**config.mk**
```make
export PLATFORM = sky130hd
export DESIGN_NAME = compress_frame_arbiter_flat
export DESIGN_NICKNAME = d
export VERILOG_FILES = /design/src/rtl/compress_frame_arbiter_if.sv /design/src/rtl/compress_frame_arbiter.sv /design/src/flat_wrapper.sv
export SDC_FILE = /design/constraint.sdc
export NUM_CORES = 1
export LEC_CHECK = 0
export CAP_MARGIN = 20
export CORE_AREA = 4 4 84 86
export CTS_CLUSTER_DIAMETER = 30
export DETAILED_ROUTE_END_ITERATION = 6
export DIE_AREA = 0 0 88 90
export HOLD_SLACK_MARGIN = 0.05
export PLACE_DENSITY = 0.51
export SLEW_MARGIN = 25
export SYNTH_ARGS = -nofsm -noshare
export SYNTH_HDL_FRONTEND = slang
export SYNTH_SLANG_ARGS = --single-unit
```
**constraint.sdc**
```tcl
create_clock -name clk -period 3 [get_ports clk]
set_clock_uncertainty 0.2 [all_clocks]
set_input_delay 0.45 -clock clk [delete_from_list [all_inputs] [get_ports clk]]
set_output_delay 0.45 -clock clk [all_outputs]
set_load 0.02 [all_outputs]
```
**src/rtl/compress_frame_arbiter_if.sv**
```systemverilog
// Handshake bundle between the snapshot request sources, the frame arbiter
// and the image compressor. The master side drives requests and scan control;
// the slave side (the arbiter) returns scan position and frame status.
interface compress_frame_arbiter_if #(
  parameter int ADDR_W  = 8,
  parameter int NUM_REQ = 2,
  parameter int GID_W   = $clog2(NUM_REQ + 1)
);
  logic [NUM_REQ-1:0] req_we;
  logic [NUM_REQ-1:0] req_wdata;
  logic               cont_mode;
  logic               stall;
  logic [ADDR_W-1:0]  scan_x;
  logic [ADDR_W-1:0]  scan_y;
  logic               compress_start;
  logic               busy;
  logic               frame_done;
  logic [NUM_REQ-1:0] req_pending;
  logic [GID_W-1:0]   grant_id;
  logic [15:0]        frame_cnt;

  modport master (
    output req_we, req_wdata, cont_mode, stall,
    input  scan_x, scan_y, compress_start, busy, frame_done,
           req_pending, grant_id, frame_cnt
  );

  modport slave (
    input  req_we, req_wdata, cont_mode, stall,
    output scan_x, scan_y, compress_start, busy, frame_done,
           req_pending, grant_id, frame_cnt
  );
endinterface

```
**src/rtl/compress_frame_arbiter.sv**
```systemverilog
// Raster scan counter plus frame-aligned arbiter for sticky snapshot requests.
// A capture frame may only begin on the scan wrap back to pixel (0,0); the
// lowest-numbered pending requester wins, or continuous mode claims the frame
// (grant_id = NUM_REQ) when nothing is pending. All outputs are registered.
module compress_frame_arbiter #(
  parameter int IMG_W   = 224,
  parameter int IMG_H   = 224,
  parameter int ADDR_W  = 8,
  parameter int NUM_REQ = 2,
  parameter int GID_W   = $clog2(NUM_REQ + 1)
) (
  input  logic                    clk,
  input  logic                    rst,
  compress_frame_arbiter_if.slave bus
);

  logic [ADDR_W-1:0]  scan_x;
  logic [ADDR_W-1:0]  scan_y;
  logic               compress_start;
  logic               busy;
  logic               frame_done;
  logic [NUM_REQ-1:0] req_pending;
  logic [GID_W-1:0]   grant_id;
  logic [15:0]        frame_cnt;

  logic               adv;
  logic               x_last;
  logic               y_last;
  logic               wrap;
  logic               eligible;
  logic [NUM_REQ-1:0] grant_mask;
  logic [GID_W-1:0]   grant_idx;
  logic [NUM_REQ-1:0] pending_next;

  assign adv      = !bus.stall;
  assign x_last   = (scan_x == ADDR_W'(IMG_W - 1));
  assign y_last   = (scan_y == ADDR_W'(IMG_H - 1));
  assign wrap     = adv && x_last && y_last;
  assign eligible = bus.cont_mode || (|req_pending);

  // Isolate the lowest set pending bit; this is the bit a grant consumes.
  assign grant_mask = req_pending & (~req_pending + NUM_REQ'(1));

  // Lowest pending index wins; NUM_REQ marks a continuous-mode frame.
  always_comb begin
    grant_idx = GID_W'(NUM_REQ);
    for (int i = NUM_REQ - 1; i >= 0; i--) begin
      if (req_pending[i]) grant_idx = GID_W'(i);
    end
  end

  // Next request bits: a grant clears its bit, but a same-cycle write wins.
  always_comb begin
    pending_next = req_pending;
    if (wrap && eligible) pending_next = pending_next & ~grant_mask;
    for (int i = 0; i < NUM_REQ; i++) begin
      if (bus.req_we[i]) pending_next[i] = bus.req_wdata[i];
    end
  end

  // Scan counters, frame start/end pulses, request bits and frame counter.
  always_ff @(posedge clk or posedge rst) begin
    if (rst) begin
      scan_x         <= '0;
      scan_y         <= '0;
      compress_start <= 1'b0;
      busy           <= 1'b0;
      frame_done     <= 1'b0;
      req_pending    <= '0;
      grant_id       <= '0;
      frame_cnt      <= '0;
    end else begin
      compress_start <= 1'b0;
      frame_done     <= 1'b0;
      req_pending    <= pending_next;
      if (adv) begin
        if (x_last) begin
          scan_x <= '0;
          scan_y <= y_last ? '0 : scan_y + ADDR_W'(1);
        end else begin
          scan_x <= scan_x + ADDR_W'(1);
        end
        // Frame boundary: close the running frame and possibly open the next.
        if (wrap) begin
          compress_start <= eligible;
          frame_done     <= busy;
          busy           <= eligible;
          if (busy) frame_cnt <= frame_cnt + 16'd1;
          if (eligible) grant_id <= grant_idx;
        end
      end
    end
  end

  assign bus.scan_x         = scan_x;
  assign bus.scan_y         = scan_y;
  assign bus.compress_start = compress_start;
  assign bus.busy           = busy;
  assign bus.frame_done     = frame_done;
  assign bus.req_pending    = req_pending;
  assign bus.grant_id       = grant_id;
  assign bus.frame_cnt      = frame_cnt;

endmodule

```
**src/flat_wrapper.sv**
```systemverilog
// flat-port wrapper written by rule: the top's interface ports become plain ports
module compress_frame_arbiter_flat 
#(
  parameter int IMG_W   = 224,
  parameter int IMG_H   = 224,
  parameter int ADDR_W  = 8,
  parameter int NUM_REQ = 2,
  parameter int GID_W   = $clog2(NUM_REQ + 1)
)
  (clk, rst, bus_req_we, bus_req_wdata, bus_cont_mode, bus_stall, bus_scan_x, bus_scan_y, bus_compress_start, bus_busy, bus_frame_done, bus_req_pending, bus_grant_id, bus_frame_cnt);
  compress_frame_arbiter_if #(.ADDR_W(ADDR_W), .NUM_REQ(NUM_REQ), .GID_W(GID_W)) bus_i ();
  input  logic clk;
  input  logic rst;
  input wire logic [$bits(bus_i.req_we)-1:0] bus_req_we;
  input wire logic [$bits(bus_i.req_wdata)-1:0] bus_req_wdata;
  input wire logic [$bits(bus_i.cont_mode)-1:0] bus_cont_mode;
  input wire logic [$bits(bus_i.stall)-1:0] bus_stall;
  output wire logic [$bits(bus_i.scan_x)-1:0] bus_scan_x;
  output wire logic [$bits(bus_i.scan_y)-1:0] bus_scan_y;
  output wire logic [$bits(bus_i.compress_start)-1:0] bus_compress_start;
  output wire logic [$bits(bus_i.busy)-1:0] bus_busy;
  output wire logic [$bits(bus_i.frame_done)-1:0] bus_frame_done;
  output wire logic [$bits(bus_i.req_pending)-1:0] bus_req_pending;
  output wire logic [$bits(bus_i.grant_id)-1:0] bus_grant_id;
  output wire logic [$bits(bus_i.frame_cnt)-1:0] bus_frame_cnt;
  assign bus_i.req_we = bus_req_we;
  assign bus_i.req_wdata = bus_req_wdata;
  assign bus_i.cont_mode = bus_cont_mode;
  assign bus_i.stall = bus_stall;
  assign bus_scan_x = bus_i.scan_x;
  assign bus_scan_y = bus_i.scan_y;
  assign bus_compress_start = bus_i.compress_start;
  assign bus_busy = bus_i.busy;
  assign bus_frame_done = bus_i.frame_done;
  assign bus_req_pending = bus_i.req_pending;
  assign bus_grant_id = bus_i.grant_id;
  assign bus_frame_cnt = bus_i.frame_cnt;
  compress_frame_arbiter #(.IMG_W(IMG_W), .IMG_H(IMG_H), .ADDR_W(ADDR_W), .NUM_REQ(NUM_REQ), .GID_W(GID_W)) u_core (.clk(clk), .rst(rst), .bus(bus_i));
endmodule
```
==> reports/metrics.cfg <==
[critical_path]
regToRegSetupSlack_ns=0.76
slowest_stage=or3_1
startpoint_type=input port
crit_family=simple AND/OR/NAND/NOR gates
critical_path_required_ns=2.98
timing.rr.end=u_core.bus.scan_y[5]
reg2reg_from=u_core.bus.scan_x[0]
rr_worst_depth=5
crit_chain=clkdlybuf4s50_1 > nand3b_4 > or3_1 > nor3_1 > mux2_2
path_class=in -> reg
endpoint_kind=flip-flop
critPathMaxFanout=10
slowest_delay_ns=0.53
critPathBufInv=1
critPathArrivalTime_ns=2.30

[drt]
vias=1451
drt-initial-drc-count=40
remaining_drc_errors=0
vias_per_cell=4.77
drt-wirelength-per-cell_um=13.3
final_antenna_net_count=0
wl_mm=4.06
firstDrtPassIters=4

[global_route]
grt_pass1_vias=1462
grt_max_degree=26
grt_pass1_wl_mm=7.09
antenna_found_initial=0
track_usage_pct=11.4
grt-ovfl-total=0

[synth]
synth-xor-area-share_pct=10.5
synth_cell_types=37
syn_inst=173
synth-adder-area-share_pct=2.04
synth_nets=184
yosys-top-cells-area=dfrtp_1, xnor2_1, nand3_1, nand2_1, ha_1
yosysWarningCount=0
ys_ff_latch=39
synth_compound_area_share_pct=7.76
synthesis.area_sq_mm=0.00184
synthSimpleGateAreaFrac_pct=22.3
synth_top_area_share_pct=53.1
seq_area_frac_synth_pct=53.1
muxShareOfSynthArea_pct=1.84
synth_top_area_cell=dfrtp_1
syn_area_per_cell_sq_um=10.6
synth_top_family_by_area=simple AND/OR/NAND/NOR gates

[final_layout]
fill_cells=630
multiInputGateArea_sq_um=816
regArea_sq_um=976
antenna_cells=0
final_core_util_pct=40.0
fin_nets=237
syn_to_final_growth_pct=36.5
drive_above_1_share_pct=8.37

[floorplanning]
start_util_pct=29.3
die_h_um=90
die_w_um=88
io-pin-count=47
coreArea_sq_mm=0.00628
die-area_sq_mm=0.00792
num_rows=29

[timing]
fin_setup_tns_ns=0
setup_viol=0
tightest_slew_ns=0.755
rsz0062_at_grt=false
finalCritPeriodShare_pct=77.5
slew_viol_final=0
slew_headroom_pct=49.2
period_minus_slack_ns=2.32
finalHoldViolations=0
fmax_ghz=0.430

[clock_tree]
postCtsHoldBufs=0
numClockSinks=39
cts_resized=0
clk_pin_slew_ns=0.08
htreeDepth=2
clock_path_buffers=2
clockRootBuffer=clkbuf_8
clock_latency_ns=0.29
postCtsSetupBuffers=0
cts_tree=done
cts-buffers-inserted=5

[placed_design]
routabilityCongestion=0.775
dp_hpwl_mm=3.03
io_buffers=46

[run]
max-cap-violations=0

[worst_hold_path]
min_path_type=in -> async

[power_and_ir_drop]
p_leak_nw=1.03
peakVddDrop_v=0.000223
cellPowerDensity_mw_per_mm2=528

[run_status]
outcome=completed

==> worst min-delay path: stages <==
cell and delay (ns):
clkdlybuf4s50_1 0.40, inv_1 0.07, buf_4 0.22
==> sequential cells by signal (all words and copies together), names as in the netlist <==
register / count
u_core.bus.busy: 1
u_core.bus.compress_start: 1
u_core.bus.frame_cnt: 16
u_core.bus.frame_done: 1
u_core.bus.grant_id: 2
u_core.bus.req_pending: 2
u_core.bus.scan_x: 8
u_core.bus.scan_y: 8
==> final cells by class <==
| cell class | count | share of cell area [%] |
|---|---|---|
| clock buffers | 7 | 3.84 |
| multi-input cells | 124 | 32.5 |
| well taps | 77 | 3.84 |
| repair buffers | 51 | 19.9 |
| inverters | 5 | 0.748 |
| clock inverters | 1 | 0.299 |
| flip-flops and latches | 39 | 38.9 |
==> how the worst max path moves through the flow <==
stage                          from                     end  slack [ns]  depth (start not counted)
3_3_place_gp              bus_stall    u_core.bus.scan_y[5]        0.39                          5
5_1_grt                   bus_stall  u_core.bus.grant_id[1]        0.62                          6
6_report                  bus_stall    u_core.bus.scan_y[5]        0.68                          5
4_1_cts                   bus_stall    u_core.bus.scan_y[5]        0.68                          5
3_5_place_dp              bus_stall    u_core.bus.scan_y[5]        0.37                          5
2_1_floorplan  u_core.bus.scan_x[0]    u_core.bus.scan_y[5]        0.77                          6
==> per-layer routing <==
layer	track usage, %	wire length, um
met4	4.60	53
met3	3.11	181
met2	16.4	1920
met1	15.9	1900
met5	0	0
==> synthesized netlist by cell type <==
library cell,count
o21ai_0,6
dfrtp_1,39
or3_1,2
nand3_1,14
nor3_1,6
o22ai_1,1
nand2_1,18
o41ai_1,2
nand2b_1,2
o31ai_1,2
xnor2_1,20
o22a_1,1
inv_1,5
a32oi_1,1
nand4_1,5
nand3_2,1
mux2_2,3
o2bb2ai_1,1
or4_1,1
a21o_1,2
nand3b_4,1
a21oi_1,5
nor3b_1,1
clkbuf_1,3
nor4_1,4
nor2_1,8
and3_1,3
and4_1,2
or2_2,1
ha_1,3
xor2_1,2
nand4b_1,3
buf_6,1
and3b_1,1
nand3b_1,1
buf_2,1
a211oi_1,1
==> cells by family (layout without fill, tap and decap cells) <==
| family | count (synthesis) | count (layout) |
|---|---|---|
| AND/OR/NAND/NOR | 74 | 74 |
| flip-flops | 39 | 39 |
| AO/OA/AOI/OAI | 22 | 22 |
| XOR/XNOR | 22 | 22 |
| buffers and inverters | 10 | 64 |
| adder cells (fa/ha/maj) | 3 | 3 |
| multiplexers | 3 | 3 |
==> stage by stage <==
step	setup WS [ns]	power, mW	cells	hold slack, ns	instance area [sq um]
3_3_place_gp	0.389	0.951	296	0.262	2400
2_1_floorplan	0.766	0.810	173	0.358	1840
5_1_grt	0.619	1.41	304	0.318	2510
6_report	0.675	1.33	304	0.284	2510
4_1_cts	0.683	1.35	304	0.285	2510
3_5_place_dp	0.370	0.951	296	0.284	2400
==> where the power goes <==
part	internal [mW]	total, mW	switching [mW]	leakage [nW]
clock	0.209	0.391	0.181	0.0505
combinational	0.145	0.292	0.147	0.445
sequential	0.573	0.643	0.0695	0.530
==> layout by cell type, fill, tap and decap left out, types with 6 or more instances in the layout <==
cell and n:
clkdlybuf4s50_1 46, dfrtp_1 39, xnor2_1 20, nand2_1 18, nand3_1 14, nor2_1 8
clkbuf_8 7, nor3_1 6, o21ai_0 6
No activity file was read; power rests on OpenSTA's default activity.
